===== src/rtl/myproject_sdiv_22s_10s_16_seq.sv =====
// Sequential signed restoring divider (22s / 10s -> 16s quotient, 10s remainder), start/done handshake.
// Optional: define MYPROJECT_SDIV_SAT_EN to saturate the quotient on overflow instead of wrapping.
module myproject_sdiv_22s_10s_16_seq #(
    parameter int ID         = 1,
    parameter int din0_WIDTH = 22,
    parameter int din1_WIDTH = 10,
    parameter int dout_WIDTH = 16
) (
    input  logic                  clk,
    input  logic                  reset,
    input  logic                  ce,
    input  logic                  start,
    input  logic [din0_WIDTH-1:0] din0,
    input  logic [din1_WIDTH-1:0] din1,
    output logic                  ready,
    output logic                  done,
    output logic [dout_WIDTH-1:0] dout,
    output logic [din1_WIDTH-1:0] rem,
    output logic                  ovf,
    output logic                  dz
);

    typedef enum logic [1:0] {
        IDLE = 2'd0,
        CALC = 2'd1,
        FIX  = 2'd2
    } state_t;

    localparam int CW = $clog2(din0_WIDTH);
    localparam int MW = din0_WIDTH + 1;
    localparam int RW = din1_WIDTH + 1;
    localparam logic [CW-1:0] LAST = CW'(din0_WIDTH - 1);
    localparam logic [MW-1:0] QMAX = MW'((64'd1 << (dout_WIDTH - 1)) - 64'd1);
    localparam logic [MW-1:0] QMIN_MAG = MW'(64'd1 << (dout_WIDTH - 1));
    localparam logic [dout_WIDTH-1:0] DOUT_MAX = {1'b0, {(dout_WIDTH-1){1'b1}}};
    localparam logic [dout_WIDTH-1:0] DOUT_MIN = {1'b1, {(dout_WIDTH-1){1'b0}}};

    // Magnitudes carry one extra bit so the most negative operand needs no special case.
    function automatic logic [MW-1:0] mag0(input logic [din0_WIDTH-1:0] v);
        logic [MW-1:0] ext;
        ext = {v[din0_WIDTH-1], v};
        if (v[din0_WIDTH-1]) begin
            mag0 = -ext;
        end else begin
            mag0 = ext;
        end
    endfunction

    function automatic logic [RW-1:0] mag1(input logic [din1_WIDTH-1:0] v);
        logic [RW-1:0] ext;
        ext = {v[din1_WIDTH-1], v};
        if (v[din1_WIDTH-1]) begin
            mag1 = -ext;
        end else begin
            mag1 = ext;
        end
    endfunction

    state_t                  state_r;
    logic [CW-1:0]           cnt_r;
    logic [din0_WIDTH-1:0]   dvd_r;
    logic [din1_WIDTH-1:0]   dvs_r;
    logic [RW-1:0]           part_r;
    logic [din0_WIDTH-1:0]   quo_r;
    logic                    sgn0_r;
    logic                    sgn1_r;
    logic                    dzp_r;
    logic                    ready_r;
    logic                    done_r;
    logic [dout_WIDTH-1:0]   dout_r;
    logic [din1_WIDTH-1:0]   rem_r;
    logic                    ovf_r;
    logic                    dz_r;

    logic [MW-1:0]           mag0_s;
    logic [RW-1:0]           mag1_s;
    logic [RW-1:0]           shift_s;
    logic                    ge_s;
    logic [RW-1:0]           sub_s;
    logic                    qneg_s;
    logic [MW-1:0]           qext_s;
    logic [MW-1:0]           qsig_s;
    logic                    ovf_s;
    logic [din1_WIDTH-1:0]   pmag_s;
    logic [din1_WIDTH-1:0]   rem_s;
    logic [dout_WIDTH-1:0]   dout_s;

    // Restoring step and sign/overflow fix-up datapath.
    always_comb begin
        mag0_s  = mag0(din0);
        mag1_s  = mag1(din1);
        shift_s = {part_r[din1_WIDTH-1:0], dvd_r[din0_WIDTH-1]};
        ge_s    = (shift_s >= {1'b0, dvs_r});
        sub_s   = shift_s - {1'b0, dvs_r};
        qneg_s  = sgn0_r ^ sgn1_r;
        qext_s  = {1'b0, quo_r};
        if (qneg_s) begin
            qsig_s = -qext_s;
            ovf_s  = (qext_s > QMIN_MAG);
        end else begin
            qsig_s = qext_s;
            ovf_s  = (qext_s > QMAX);
        end
        pmag_s = part_r[din1_WIDTH-1:0];
        if (sgn0_r) begin
            rem_s = -pmag_s;
        end else begin
            rem_s = pmag_s;
        end
`ifdef MYPROJECT_SDIV_SAT_EN
        if (ovf_s) begin
            dout_s = qneg_s ? DOUT_MIN : DOUT_MAX;
        end else begin
            dout_s = qsig_s[dout_WIDTH-1:0];
        end
`else
        dout_s = qsig_s[dout_WIDTH-1:0];
`endif
    end

    // Control FSM, iteration registers and registered outputs.
    always_ff @(posedge clk) begin
        if (reset) begin
            state_r <= IDLE;
            cnt_r   <= '0;
            dvd_r   <= '0;
            dvs_r   <= '0;
            part_r  <= '0;
            quo_r   <= '0;
            sgn0_r  <= 1'b0;
            sgn1_r  <= 1'b0;
            dzp_r   <= 1'b0;
            ready_r <= 1'b1;
            done_r  <= 1'b0;
            dout_r  <= '0;
            rem_r   <= '0;
            ovf_r   <= 1'b0;
            dz_r    <= 1'b0;
        end else if (ce) begin
            done_r <= 1'b0;
            case (state_r)
                IDLE: begin
                    ready_r <= 1'b1;
                    // ready_r is low in the cycle after done, so a start then is dropped.
                    if (start && ready_r) begin
                        ready_r <= 1'b0;
                        dvd_r   <= mag0_s[din0_WIDTH-1:0];
                        dvs_r   <= mag1_s[din1_WIDTH-1:0];
                        sgn0_r  <= din0[din0_WIDTH-1];
                        sgn1_r  <= din1[din1_WIDTH-1];
                        part_r  <= '0;
                        quo_r   <= '0;
                        cnt_r   <= '0;
                        dzp_r   <= (din1 == '0);
                        state_r <= (din1 == '0) ? FIX : CALC;
                    end else begin
                        state_r <= IDLE;
                    end
                end
                CALC: begin
                    dvd_r <= {dvd_r[din0_WIDTH-2:0], 1'b0};
                    if (ge_s) begin
                        part_r <= sub_s;
                        quo_r  <= {quo_r[din0_WIDTH-2:0], 1'b1};
                    end else begin
                        part_r <= shift_s;
                        quo_r  <= {quo_r[din0_WIDTH-2:0], 1'b0};
                    end
                    cnt_r   <= cnt_r + {{(CW-1){1'b0}}, 1'b1};
                    state_r <= (cnt_r == LAST) ? FIX : CALC;
                end
                FIX: begin
                    if (dzp_r) begin
                        dout_r <= sgn0_r ? DOUT_MIN : DOUT_MAX;
                        rem_r  <= '0;
                        ovf_r  <= 1'b0;
                        dz_r   <= 1'b1;
                    end else begin
                        dout_r <= dout_s;
                        rem_r  <= rem_s;
                        ovf_r  <= ovf_s;
                        dz_r   <= 1'b0;
                    end
                    done_r  <= 1'b1;
                    state_r <= IDLE;
                end
                default: begin
                    state_r <= IDLE;
                    ready_r <= 1'b1;
                end
            endcase
        end
    end

    assign ready = ready_r;
    assign done  = done_r;
    assign dout  = dout_r;
    assign rem   = rem_r;
    assign ovf   = ovf_r;
    assign dz    = dz_r;

endmodule


===== config.mk =====
export PLATFORM = sky130hd
export DESIGN_NAME = myproject_sdiv_22s_10s_16_seq
export DESIGN_NICKNAME = d
export VERILOG_FILES = /design/src/rtl/myproject_sdiv_22s_10s_16_seq.sv
export SDC_FILE = /design/constraint.sdc
export NUM_CORES = 1
export LEC_CHECK = 0
export CAP_MARGIN = 20
export CORE_MARGIN = 10
export CORE_UTILIZATION = 40
export CTS_BUF_LIST = sky130_fd_sc_hd__clkbuf_16
export DETAILED_ROUTE_END_ITERATION = 10
export HOLD_SLACK_MARGIN = 0.02
export MAX_ROUTING_LAYER = met4
export SYNTH_ARGS = -nofsm -noshare
export SYNTH_HDL_FRONTEND = slang
export SYNTH_SLANG_ARGS = --single-unit

===== constraint.sdc =====
create_clock -name clk -period 3.09 [get_ports clk]
set_clock_uncertainty 0.05 [all_clocks]
set_input_delay 0.7725 -clock clk [delete_from_list [all_inputs] [get_ports clk]]
set_output_delay 0.7725 -clock clk [all_outputs]
set_load 0.05 [all_outputs]

# Word-level counts from Yosys, hierarchy flattened
# Index checks and enable logic that the tools add are counted.
word_totals:
  regBits: 104
  in_bits: 36
  out_inout_bits: 30
  word_cells: 66
classes:
  n_addsub: 6
  n_lt_le_gt_ge: 3
  eq_ne: 4
  muxes: 27
  n_bitwise: 2
  n_reduce_logical: 9
ops:
  columns: ["cell", "n"]
  rows:
  - ["$pmux W22 S2", 2]
  - ["$mux W22", 3]
  - ["$mux W10", 5]
  - ["$mux W16", 3]
  - ["$gt A22 B15 Y1 const B", 1]
  - ["$gt A22 B16 Y1 const B", 1]
  - ["$neg A22 Y22", 1]
  - ["$neg A10 Y10", 2]
  - ["$pmux W10 S2", 1]
  - ["$neg A16 Y16", 1]
  - ["$ge A11 B10 Y1", 1]
  - ["$logic_not A10 Y1", 1]
  - ["$pmux W5 S2", 1]
  - ["$sub A10 B10 Y10", 1]
  - ["$mux W1", 6]
  - ["$mux W2", 3]
  - ["$reduce_and A3 Y1", 2]
  - ["$add A5 B1 Y5 const B", 1]
  - ["$eq A5 B5 Y1 const B", 1]
  - ["$mux W5", 1]
  - ["$pmux W2 S2", 1]
  - ["$reduce_and A2 Y1", 2]
  - ["$eq A2 B1 Y1 const B", 1]
  - ["$eq A2 B2 Y1 const B", 1]
  - ["8 further kinds", 8]

# Longest topological paths before layout
logic_depth:
  ltp_word: 4
  ltp_mapped: 12
  depth_no_buf: 11

# Worst setup path before layout
# OpenSTA, ideal clock, no wires.
synth_timing:
  kind: "in2reg"
  from: "input port din0[8]"
  to: "register dvd_r[18]"
  setup_time_ns: 0.074
  arrival_time_ns: 2.420
  t_required_ns: 2.966
  slack_ns: 0.546
  cell_stages: 6
  n_path_buf: 0
  cell_sequence: "or4_4 > or3_4 > o41ai_4 > and3_1 > o21ai_1 > a31oi_1"
synth_via:
  elab_chain_cells: 4
synth_lines:
  columns: ["element", "line_no", "source"]
  rows:
  - ["start, declared", "13", "input logic [din0_WIDTH-1:0] din0,"]
  - ["$neg A22 Y22", "43", "mag0 = -ext;"]
  - ["$mux W22", "42", "if (v[din0_WIDTH-1]) begin"]
  - ["$mux W22", "145", "if (start && ready_r) begin"]
  - ["$pmux W22 S2", "141", "case (state_r)"]
  - ["end signal, assigned", "147", "dvd_r <= mag0_s[din0_WIDTH-1:0];"]
  - ["end signal, assigned", "161", "dvd_r <= {dvd_r[din0_WIDTH-2:0], 1'b0};"]
  - ["end, declared", "61", "logic [din0_WIDTH-1:0] dvd_r;"]
# No other way between the ends. The select of a mux whose other input is x is not followed.
# A chain may end at the register's enable or synchronous reset.

# Worst setup path in the final report
layout_timing:
  from: "input port din0[8]"
  to: "register dvd_r[20]"
# The elaborated chain is that of the path after synthesis.

==> impl_metrics.tcl <==
set metrics [dict create \
    wl_per_cell_um 15.0 \
    synth_compound_gate_area_share_pct 23.4 \
    maxSlewHeadroom_pct 52.7 \
    die_y_um 140 \
    worst_setup_path_end_kind "flop" \
    cap_viol_max_count 0 \
    syn_avg_cell_area_um2 7.68 \
    final_cells 986 \
    ios 66 \
    ys.flop_type "dfxtp_1" \
    drive_gt1_share_pct 5.71 \
    synth_seq_cells 104 \
    syn_nets 811 \
    grt_first_pass_wirelength_um 25000 \
    io_buffer_count 65 \
    period_minus_slack_ns 2.77 \
    fin_crit_sh_pct 89.7 \
    synthMuxAreaShare_pct 0.518 \
    reg2reg_depth 8 \
    grt_overflow 0 \
    hold_class "flop to flop" \
    report.final.slew_viol_count 0 \
    cts_tree "built" \
    finalSetupTns_ns 0 \
    ys_seq_area_share_pct 35.9 \
    h-tree-depth 3 \
    synthAdderAreaFrac_pct 4.45 \
    status "completed" \
    criticalPathCategory "input pin to flop" \
    clk_pin_slew_worst_paths_ns 0.07 \
    clockRootBuffer "clkbuf_16" \
    path_depth 7 \
    whs_path_depth 2 \
    grt_max_degree 46 \
    via_count 5477 \
    drc 0 \
    ant_nets 0 \
    final_hold_viol_count 0 \
    finalWorstSetupSlack_ns 0.318 \
    start_util_pct 41.3 \
    ir_drop_mv 0.265 \
    die_area_um2 19700 \
    worst_path_dominant_cell_family "simple AND/OR/NAND/NOR gates" \
    core-area_um2 14000 \
    worst_slew_pin_slew_ns 0.709 \
    areaGrowthSynthToFinish_pct 19.8 \
    dp_slack_ns 0.0111 \
    synth-xor-area-share_pct 6.95 \
    n_antenna_cell 0 \
    yosys.area.top_type "dfxtp_1" \
    antenna_found_initial 0 \
    clkSinkCount 104 \
    clock_latency_ns 0.35 \
    drt-pass1-iter-count 5 \
    dr.first_iter.drc_count 483 \
    cp_data_arrival_time_ns 3.00 \
    clockBufferDepth 2 \
    postCtsSetupBuffers 0 \
    cp-start-kind "input pin" \
    synthesis.instances 755 \
    p_leak_uw 0.00253 \
    synth.area.top_cells "dfxtp_1, nand2_1, a21oi_1, nor2_1, ha_1" \
    grt_setup_unrepaired "false" \
    synth_cell_types 56 \
    routabilityCongestion 0.887 \
    power_density_nw_per_um2 455 \
    setup_viol 0 \
    slowest_stage "or4_4" \
    drt-vias-per-instance 5.55 \
    rows 43 \
    die_x_um 140 \
    dp_cells 970 \
    routed_wl_um 14700 \
    num-nets-final 857 \
    critPathBufInv 1 \
    fmax_mhz 361 \
    synth-simple-area-share_pct 23.3 \
    crit_required_ns 3.31 \
    path_cells "clkdlybuf4s50_1 -> or4_4 -> or3_4 -> o41ai_4 -> and3_1 -> o21ai_1 -> a31oi_1" \
    cpPeakStageDelay_ns 0.56 \
    async_flop_share_pct 0 \
    synth_top_area_share_pct 35.9 \
    cts_hold_buffers 0 \
    grt_pass1_vias 5200 \
    yosysWarnings 0 \
    hpwl_um 10800 \
    numCtsBuffers 9 \
    cts_resized 0 \
    grt_usage_pct 15.1 \
    netlist_area_um2 5800 \
    synth_top_family_by_area "compound AO/OA/AOI/OAI gates" \
    synth-edff-count 0 \
    crit_path_max_fanout 5 \
]
==> where the power goes <==
group | internal [uW] | switching, uW
combinational | 218 | 319
sequential | 1370 | 26.5
clock | 705 | 514
total | 2300 | 860
==> layout make-up <==
cell class / count / area [um2]
fillers: 1357 / 7100
clock buffers: 9 / 225
flip-flops and latches: 104 / 2080
well taps: 180 / 225
repair buffers: 88 / 818
clock inverters: 7 / 87.6
inverters: 28 / 105
multi-input cells: 570 / 3400
==> metal layers <==
metal,global-route usage [%],part of all wire [%],vias to the layer above
li1,-,-,2786
met1,19.4,49,2557
met2,23.1,45,114
met3,2.43,3.6,20
met4,6.09,1.9,0
met5,-,0,-
==> layout by cell type, fill, tap and decap left out, types with 4 or more instances in the layout <==
cell             synthesis  final
nand2_1                110    110
dfxtp_1                104    104
a21oi_1                 76     76
nor2_1                  64     64
clkdlybuf4s50_1          0     64
nand3_1                 40     40
inv_1                   28     30
xnor2_1                 25     25
buf_4                    2     23
o21ai_0                 22     21
xor2_1                  21     21
ha_1                    19     19
o211ai_1                17     17
a31oi_1                 15     15
a211oi_1                15     15
o31ai_1                 12     12
and3_1                  11     11
nand2b_1                10     10
nor3_1                  10     10
or3_1                   10     10
a22oi_1                  9      9
clkbuf_16                0      9
nor4_1                   8      8
o22ai_1                  7      7
or4_1                    5      5
and2_1                   5      5
o41ai_1                  4      4
nand4_1                  4      4
or2_2                    4      4
a32o_1                   4      4
o2111ai_1                4      4
==> worst register-to-register path: stages, from the launching register on <==
cell and delay (ns):
dfxtp_1 0.45, ha_1 0.33, a211oi_1 0.34, nand3_1 0.16
a21oi_1 0.24, a21boi_0 0.13, buf_4 0.19, or3_1 0.32
a32o_1 0.25
==> worst paths after layout <==
check / startpoint / endpoint / slack [ns]
setup / recovery: din0[8] / dvd_r[20] / 0.32
hold / removal: dout[9] / dout[9] / 0.41
setup reg to reg: part_r[5] / part_r[0] / 0.54
hold reg to reg: dout[9] / dout[9] / 0.41
==> Yosys cell counts (11+ instances only) <==
library cell    n
nor2_1         64
ha_1           19
o211ai_1       17
nand3_1        40
clkbuf_1       43
a211oi_1       15
and3_1         11
xnor2_1        25
nand2_1       110
o21ai_0        22
dfxtp_1       104
xor2_1         21
inv_1          28
a21oi_1        76
o31ai_1        12
a31oi_1        15
==> cell families (layout without fill, tap and decap cells) <==
family	after synthesis	count (layout)
flops	104	104
mux	3	3
simple gates	291	291
compound gates	210	210
xor+xnor	46	46
fa+ha+maj	20	20
buf+inv	81	132
==> through the flow <==
step / hold slack (ns) / util [%] / total power, uW / instance area, um2
after CTS: 0.409 / 49.4 / 3190 / 6940
after detailed placement: 0.400 / 47.2 / 1970 / 6630
final: 0.405 / 49.4 / 3160 / 6940
after global placement: 0.390 / 47.2 / 1960 / 6630
after floorplan: 0.382 / - / 1790 / 5800
after global routing: 0.429 / 49.4 / 3300 / 6940
==> state kept, by name, indices dropped and copies added, names as in the netlist <==
signal	flops
dz	1
sgn1_r	1
ready	1
state_r	2
dvs_r	10
done	1
part_r	10
dout	16
dvd_r	22
ovf	1
quo_r	22
dzp_r	1
sgn0_r	1
rem	10
cnt_r	5
No activity file was read; power rests on OpenSTA's default activity.
